$ cat src/rtl/keypad_pkg.sv
// Shared types and helpers for the 4x4 keypad scanner.
// Holds the FSM encoding, column reset pattern and key-code width.
package keypad_pkg;

  typedef enum logic [1:0] {
    SCAN    = 2'd0,
    SETTLE  = 2'd1,
    CAPTURE = 2'd2,
    HOLD    = 2'd3
  } state_e;

  localparam logic [3:0] COL_RESET = 4'b0001;
  localparam int KEY_W = 4;

  function automatic logic [3:0] col_rot(
    input logic [3:0] c
  );
    return {c[2:0], c[3]};
  endfunction

  // Lowest set row wins when several rows are high.
  function automatic logic [1:0] row_enc(
    input logic [3:0] f
  );
    logic [1:0] r;
    r = 2'd0;
    priority case (1'b1)
      f[0]: r = 2'd0;
      f[1]: r = 2'd1;
      f[2]: r = 2'd2;
      f[3]: r = 2'd3;
      default: r = 2'd0;
    endcase
    return r;
  endfunction

  function automatic logic [1:0] col_enc(
    input logic [3:0] c
  );
    logic [1:0] r;
    r = 2'd0;
    unique case (1'b1)
      c[0]: r = 2'd0;
      c[1]: r = 2'd1;
      c[2]: r = 2'd2;
      c[3]: r = 2'd3;
      default: r = 2'd0;
    endcase
    return r;
  endfunction

endpackage

$ cat src/rtl/keypad_if.sv
// Keypad matrix and key-code bundle between scanner and its neighbours.
// master = scanner side, slave = matrix/register-bank side.
interface keypad_if;
  import keypad_pkg::*;

  logic [3:0]       fila;
  logic [3:0]       col;
  logic [KEY_W-1:0] posicion;
  logic             opr;
  logic             pressed;

  modport master (
    input  fila,
    output col,
    output posicion,
    output opr,
    output pressed
  );

  modport slave (
    output fila,
    input  col,
    input  posicion,
    input  opr,
    input  pressed
  );

endinterface

$ cat src/rtl/scan_tick_gen.sv
// Free-running clock divider for column stepping.
// tick is high for one clk while the count sits at DIV-1.
module scan_tick_gen #(
  parameter int DIV = 50000
) (
  input  logic clk,
  input  logic rst,
  output logic tick
);

  localparam int W = (DIV > 1) ? $clog2(DIV) : 1;

  logic [W-1:0] cnt_q, cnt_d;

  assign tick = (cnt_q == W'(DIV - 1));

  always_comb begin
    cnt_d = tick ? '0 : cnt_q + 1'b1;
  end

  always_ff @(posedge clk) begin
    if (rst) cnt_q <= '0;
    else     cnt_q <= cnt_d;
  end

endmodule

$ cat src/rtl/keypad_scanner.sv
// 4x4 matrix keypad scanner: one-hot column drive, settle, key code + strobe.
// Define KEYPAD_REPEAT_EN to build auto-repeat of opr while a key is held.
module keypad_scanner
  import keypad_pkg::*;
#(
  parameter int CLK_DIV    = 50000,
  parameter int SETTLE_CYC = 16
`ifdef KEYPAD_REPEAT_EN
  ,
  parameter int REPEAT_DLY = 500,
  parameter int REPEAT_PER = 100
`endif
) (
  input  logic     clk,
  input  logic     rst,
  keypad_if.master kp
);

  localparam int SW = $clog2(SETTLE_CYC + 1);

  state_e           state_q, state_d;
  logic [3:0]       col_q, col_d;
  logic [SW-1:0]    cnt_q, cnt_d;
  logic [KEY_W-1:0] pos_q, pos_d;
  logic             opr_q, opr_d;
  logic             pressed_q, pressed_d;
  logic             tick;
  logic             any_row;
  logic             rep_fire;

  assign any_row = |kp.fila;

  scan_tick_gen #(
    .DIV(CLK_DIV)
  ) u_tick (
    .clk  (clk),
    .rst  (rst),
    .tick (tick)
  );

  always_ff @(posedge clk) begin
    if (rst) begin
      state_q   <= SCAN;
      col_q     <= COL_RESET;
      cnt_q     <= '0;
      pos_q     <= '0;
      opr_q     <= 1'b0;
      pressed_q <= 1'b0;
    end else begin
      state_q   <= state_d;
      col_q     <= col_d;
      cnt_q     <= cnt_d;
      pos_q     <= pos_d;
      opr_q     <= opr_d;
      pressed_q <= pressed_d;
    end
  end

  // cnt_q counts held clks in SETTLE and released clks in HOLD.
  always_comb begin
    state_d = state_q;
    col_d   = col_q;
    cnt_d   = cnt_q;
    unique case (state_q)
      SCAN: begin
        cnt_d = '0;
        if (tick) begin
          if (any_row) state_d = SETTLE;
          else         col_d   = col_rot(col_q);
        end
      end
      SETTLE: begin
        if (!any_row) begin
          state_d = SCAN;
          col_d   = col_rot(col_q);
          cnt_d   = '0;
        end else if (cnt_q == SW'(SETTLE_CYC - 1)) begin
          state_d = CAPTURE;
          cnt_d   = '0;
        end else begin
          cnt_d = cnt_q + 1'b1;
        end
      end
      CAPTURE: begin
        state_d = HOLD;
        cnt_d   = '0;
      end
      HOLD: begin
        if (any_row) begin
          cnt_d = '0;
        end else if (cnt_q == SW'(SETTLE_CYC - 1)) begin
          state_d = SCAN;
          col_d   = col_rot(col_q);
          cnt_d   = '0;
        end else begin
          cnt_d = cnt_q + 1'b1;
        end
      end
      default: begin
        state_d = SCAN;
        col_d   = COL_RESET;
        cnt_d   = '0;
      end
    endcase
  end

  always_comb begin
    pos_d     = pos_q;
    opr_d     = 1'b0;
    pressed_d = pressed_q;
    if (state_q == CAPTURE) begin
      pos_d     = {row_enc(kp.fila), col_enc(col_q)};
      opr_d     = 1'b1;
      pressed_d = 1'b1;
    end
    if (state_q == HOLD && state_d == SCAN) begin
      pressed_d = 1'b0;
    end
    if (rep_fire) begin
      opr_d = 1'b1;
    end
  end

`ifdef KEYPAD_REPEAT_EN
  localparam int RW = $clog2(REPEAT_DLY + 1);

  logic [RW-1:0] rep_q, rep_d;

  // After the first repeat, reload so the next fires REPEAT_PER ticks later.
  always_comb begin
    rep_d    = rep_q;
    rep_fire = 1'b0;
    if (state_q != HOLD) begin
      rep_d = '0;
    end else if (tick) begin
      if (rep_q == RW'(REPEAT_DLY - 1)) begin
        rep_fire = 1'b1;
        rep_d    = RW'(REPEAT_DLY - REPEAT_PER);
      end else begin
        rep_d = rep_q + 1'b1;
      end
    end
  end

  always_ff @(posedge clk) begin
    if (rst) rep_q <= '0;
    else     rep_q <= rep_d;
  end
`else
  assign rep_fire = 1'b0;
`endif

  assign kp.col      = col_q;
  assign kp.posicion = pos_q;
  assign kp.opr      = opr_q;
  assign kp.pressed  = pressed_q;

endmodule

$ cat src/flat_wrapper.sv
// flat-port wrapper written by rule: the top's interface ports become plain ports
module keypad_scanner_flat import keypad_pkg::*;
#(
  parameter int CLK_DIV    = 50000,
  parameter int SETTLE_CYC = 16

)
  (clk, rst, kp_fila, kp_col, kp_posicion, kp_opr, kp_pressed);
  keypad_if kp_i ();
  input  logic clk;
  input  logic rst;
  input wire logic [$bits(kp_i.fila)-1:0] kp_fila;
  output wire logic [$bits(kp_i.col)-1:0] kp_col;
  output wire logic [$bits(kp_i.posicion)-1:0] kp_posicion;
  output wire logic [$bits(kp_i.opr)-1:0] kp_opr;
  output wire logic [$bits(kp_i.pressed)-1:0] kp_pressed;
  assign kp_i.fila = kp_fila;
  assign kp_col = kp_i.col;
  assign kp_posicion = kp_i.posicion;
  assign kp_opr = kp_i.opr;
  assign kp_pressed = kp_i.pressed;
  keypad_scanner #(.CLK_DIV(CLK_DIV), .SETTLE_CYC(SETTLE_CYC)) u_core (.clk(clk), .rst(rst), .kp(kp_i));
endmodule
$ cat config.mk
export PLATFORM = sky130hd
export DESIGN_NAME = keypad_scanner_flat
export DESIGN_NICKNAME = d
export VERILOG_FILES = /design/src/rtl/keypad_pkg.sv /design/src/rtl/keypad_if.sv /design/src/rtl/scan_tick_gen.sv /design/src/rtl/keypad_scanner.sv /design/src/flat_wrapper.sv
export SDC_FILE = /design/constraint.sdc
export NUM_CORES = 1
export LEC_CHECK = 0
export CAP_MARGIN = 20
export CORE_AREA = 10 10 61 63
export DETAILED_ROUTE_END_ITERATION = 10
export DIE_AREA = 0 0 71 73
export HOLD_SLACK_MARGIN = 0.12
export PLACE_DENSITY = 0.79
export REMOVE_ABC_BUFFERS = 1
export SETUP_SLACK_MARGIN = 0.5
export SLEW_MARGIN = 20
export SYNTH_ARGS = -nofsm -noshare
export SYNTH_HDL_FRONTEND = slang
export SYNTH_SLANG_ARGS = --single-unit
export TNS_END_PERCENT = 30
$ cat constraint.sdc
create_clock -name clk -period 4.6 [get_ports clk]
set_input_delay 0.46 -clock clk [delete_from_list [all_inputs] [get_ports clk]]
set_output_delay 0.46 -clock clk [all_outputs]
set_load 0.05 [all_outputs]
[Word-level counts from Yosys, hierarchy flattened]
Cells that the tools add are included.
Cells by class
  add/sub/neg operators: 2
  equality and inequality tests: 8
  multiplexer cells: 22
  reductions and logical operators: 9
Operator list (count)
  2-bit two-way mux: 10
  16-bit by 1-bit adder with 16-bit output (second input constant): 1
  16-bit == test (second input constant): 1
  4-bit two-way mux: 4
  5-bit two-way mux: 3
  5-bit one-hot mux with 3 select lines: 1
  4-bit one-hot mux with 3 select lines: 1
  2-bit one-hot mux with 4 select lines: 1
  2-bit one-hot mux with 3 select lines: 1
  2-bit OR reduction: 3
  5-bit by 1-bit adder with 5-bit output (second input constant): 1
  5-bit by 4-bit == test with 1-bit output (second input constant): 1
  2-bit == test (second input constant): 2
  2-bit zero test: 2
  2-bit != test (second input constant): 2
  4-bit AND reduction: 1
  4-bit OR reduction: 1
  3-bit nonzero test: 1
  2-bit by 1-bit == test with 1-bit output (second input constant): 1
  2-bit by 1-bit != test with 1-bit output (second input constant): 1
  1-bit logical AND: 1
  1-bit two-way mux: 1
Word-level totals
  flip-flop bits (word level): 33

[Logic depth before layout (Yosys ltp)]
  word-level depth: 7
  depth in mapped cells: 6

[Cells and area by module]
From an unflattened synthesis, not the netlist that was laid out.
Unflattened totals
  cell total of the unflattened synthesis: 160
  area, all modules: 1436.4 sq um
Modules (own cells, without submodules)
  keypad_scanner: times used 1, cells each 79, area an instance 725.7 sq um
  scan_tick_gen: times used 1, cells each 81, area an instance 710.7 sq um

[Least setup slack after synthesis]
No wires, ideal clock.
  path kind: reg-to-reg
  start: reg u_core.u_tick.cnt_q[4]
  end: reg u_core.u_tick.cnt_q[15]
  arrival: 1.636 ns
  data required time: 4.530 ns
  slack: 2.894 ns
  stages on the path, launching flop included: 5
  clock period less this slack: 1.706 ns
  cell sequence: dfxtp_1 nand3_4 or4_4 or4_1 a21oi_1
Between the ends
  cells in the longest elaborated chain, start to end: 2
  elaborated cells on any way between the ends: 3
Ends and longest elaborated chain
  start: declaration: RTL line scan_tick_gen.sv:13  | logic [W-1:0] cnt_q, cnt_d;
  start signal: assignment: RTL line scan_tick_gen.sv:23  | else cnt_q <= cnt_d;
  parallel branches: the longest is 2 deep, another holds 16-bit by 1-bit adder with 16-bit output
Parallel ways; which one is timed is not known.
A chain may end at the register's enable or synchronous reset.

[Worst setup path after layout]
  start: reg u_core.col_q[3], in the netlist u_core.kp.col[3]
  end: out kp_col[3]
RTL lines
  start: declaration: RTL line keypad_scanner.sv:22  | logic [3:0] col_q, col_d;
  start signal: assignment: RTL line keypad_scanner.sv:51  | col_q <= col_d;
  end: declaration: RTL line flat_wrapper.sv:13  | output wire logic [$bits(kp_i.col)-1:0] kp_col;
No word-level cell between the ends.

==> flow_summary_export.csv <==
group,metric,value,unit
synthesis,synth_seq_cells,33,
synthesis,syn_area,0.00141,mm2
grt,grt-ovfl-total,0,
floorplan,die_x,71,um
worst_setup_path,worstSetupStartpoint,"u_core.kp.col[3]",
power,swShare,0.232,
grt,first_global_vias,1113,
worst_setup_path,path_class,"reg -> out",
clock_network,ctsHoldBuffers,0,
grt,grt_max_degree,18,
drt,firstDrtPassIters,4,
placed_design,pre_cts_ws,2.22,ns
clock_network,cts_max_path_buffers,2,
floorplan,ioPinCount,16,
timing,skew,0.0105,ns
synthesis,avgSynthCellArea,8.78,um2
worst_setup_path,arrival,1.60,ns
worst_setup_path,start_kind,"register",
worst_setup_path,cp_num_buf_inv,1,
timing,setup_ws,2.54,ns
worst_setup_path,crit_slowest_cell,"clkdlybuf4s50_1",
worst_setup_path,crit_chain,"clkdlybuf4s50_1",
timing,tightest_slew,0.693,ns
power,switching_power,0.107,mW
clock_network,cts_setup_buffers,0,
power,combPwrFrac,0.035,
timing,setup_violations,0,
timing,whs,0.431,ns
placed_design,place_congestion,0.783,
worst_setup_path,worstPathMaxFanout,5,
clock_network,insertion_delay,0.34,ns
drt,drc,0,
cells_and_area,fin_nets,187,
min_path,hold_start,"u_core.cnt_q[4]",
clock_network,htree_num_levels,2,
worst_setup_path,critPathTopFamily,"buffers and inverters",
grt,grt_usage,0.115,
grt,grt_pass1_wl,4830,um
drt,ant_nets,0,
power,power.static_leakage,0.580,nW
flow_run,cap_violations,0,
cells_and_area,postLayoutCoreUtil,0.628,
synthesis,synth_warnings,0,
worst_setup_path,rrSetupSlack,2.73,ns
placed_design,portBuffers,15,
worst_setup_path,endpoint_kind,"output port",
floorplan,initial_core_util,0.541,
clock_network,clkTransAtPathRegs,0.10,ns
cells_and_area,drive_gt1_frac,0.0667,
power,ir_worst_vdd,0.000273,V
floorplan,die_area,0.00518,mm2
timing,slew_headroom,0.534,
timing,finalCriticalPeriod,2.06,ns
power,clkPwrFrac,0.335,
cells_and_area,diodes,0,
drt,routedWlPerCell,13.4,um
clock_network,cts_tree,"yes",
timing,final-hold-violation-count,0,
worst_setup_path,r2r-start,"u_core.u_tick.cnt_q[4]",
synthesis,ys_types,34,
timing,rsz0062_at_grt,"no",
power,power-per-cell-area,280,mW/mm2
clock_network,clkSinkCount,33,
clock_network,cts-buffers-inserted,5,
timing,final-max-slew-violation-count,0,
floorplan,die-height,73,um
timing,period_share,0.447,
synthesis,syn_inst,161,
clock_network,root_buffer,"clkbuf_4",
drt,vias_per_cell,5.63,
min_path,min_path_type,"reg -> reg",
drt,routed_wl,2820,um
power,internal_power,0.354,mW
grt,antenna_found_initial,0,
timing,setup_tns,0,ns
power,seqPwrFrac,0.630,
status,status,"completed",
cells_and_area,area_growth,16.2,%
floorplan,coreArea,0.00262,mm2
clock_network,cts-resized-gates,0,
worst_setup_path,cpPeakStageDelay,0.84,ns
drt,drt_iter0_drc,44,
placed_design,dpl.hpwl,2130,um
drt,vias,1187,
floorplan,core.rowCount,19,
synthesis,seq_area_frac_synth,0.467,
worst_setup_path,cp.required,4.14,ns
timing,fmax,486,MHz
==> final cells by class <==
| type | count | area, um2 |
|---|---|---|
| Sequential cell | 33 | 661 |
| Inverter | 6 | 22.5 |
| Timing Repair Buffer | 15 | 150 |
| Tap cell | 31 | 38.8 |
| Fill cell | 243 | 972 |
| Clock inverter | 2 | 10.0 |
| Multi-Input combinational cell | 118 | 719 |
| Clock buffer | 6 | 41.3 |
==> layer usage <==
metal | routed length [um] | global-route usage | share of wire
met4 | 62 | 0.0731 | 0.022
met2 | 1330 | 0.181 | 0.47
met3 | 175 | 0.0571 | 0.062
met1 | 1250 | 0.121 | 0.44
met5 | 0 | 0 | 0
==> per-stage QoR <==
stage / power (mW) / area [um2] / cells
after floorplan: 0.303 / 1400 / 157
after detailed placement: 0.313 / 1590 / 203
after CTS: 0.464 / 1640 / 211
final: 0.460 / 1640 / 211
after global routing: 0.483 / 1640 / 211
after global placement: 0.312 / 1590 / 203
==> sequential cells by signal, indices dropped and copies added, names as in the netlist <==
signal / count
u_core.cnt_q: 5
u_core.kp.col: 4
u_core.kp.opr: 1
u_core.kp.posicion: 4
u_core.kp.pressed: 1
u_core.state_q: 2
u_core.u_tick.cnt_q: 16
==> power groups by stage <==
| stage | sequential [mW] | clock, mW | combinational [mW] |
|---|---|---|---|
| 2_1_floorplan | 0.296 | 0 | 0.00755 |
| 3_3_place_gp | 0.296 | 0 | 0.0153 |
| 3_5_place_dp | 0.296 | 0 | 0.0162 |
| 4_1_cts | 0.290 | 0.158 | 0.0165 |
| 5_1_grt | 0.290 | 0.174 | 0.0186 |
| 6_report | 0.290 | 0.154 | 0.0163 |
==> Yosys cell counts (all sizes together) <==
library cell | count | area (um2)
dfxtp | 33 | 661
nor2 | 28 | 105
nand3 | 12 | 72.6
nor3 | 10 | 50.1
xnor2 | 9 | 78.8
a21oi | 8 | 40.0
nand2 | 7 | 26.3
inv | 6 | 22.5
nand2b | 6 | 37.5
and3 | 5 | 32.5
clkbuf | 4 | 15.0
mux2i | 4 | 40.0
nor4 | 4 | 25.0
xor2 | 4 | 35.0
ha | 2 | 25.0
nand4 | 2 | 12.5
o31ai | 2 | 15.0
or4 | 2 | 18.8
a311oi | 1 | 8.76
a31o | 1 | 8.76
a31oi | 1 | 6.26
and4 | 1 | 8.76
and4b | 1 | 10.0
nand3b | 1 | 7.51
nand4b | 1 | 8.76
nor3b | 1 | 7.51
o211ai | 1 | 7.51
o21ai | 1 | 5.00
o21bai | 1 | 7.51
o31a | 1 | 8.76
or3 | 1 | 6.26
==> path summary, 6_finish.rpt <==
kind / to / cells past startpoint
worst max-delay path: kp_col[3] / 1
worst min-delay path: u_core.cnt_q[4] / 2
worst max register to register: u_core.u_tick.cnt_q[15] / 4
worst min register to register: u_core.cnt_q[4] / 2
==> logic make-up after synthesis <==
kind of cell,after synthesis,share of synthesized area
compound gates,17,0.0761
xor+xnor,13,0.0805
fa+ha+maj,2,0.0177
buf+inv,10,0.0265
flops,33,0.467
mux,4,0.0283
simple gates,82,0.304
==> layout by cell type, fill, tap and decap left out, types with 4 or more instances in the layout <==
cell type / count
a21oi_1: 8
and3_1: 4
clkbuf_4: 5
clkdlybuf4s50_1: 15
dfxtp_1: 33
inv_1: 6
mux2i_1: 4
nand2_1: 7
nand2b_1: 6
nand3_1: 11
nor2_1: 28
nor3_1: 10
nor4_1: 4
xnor2_1: 9
xor2_1: 4
Power figures use the tool's default switching activity.
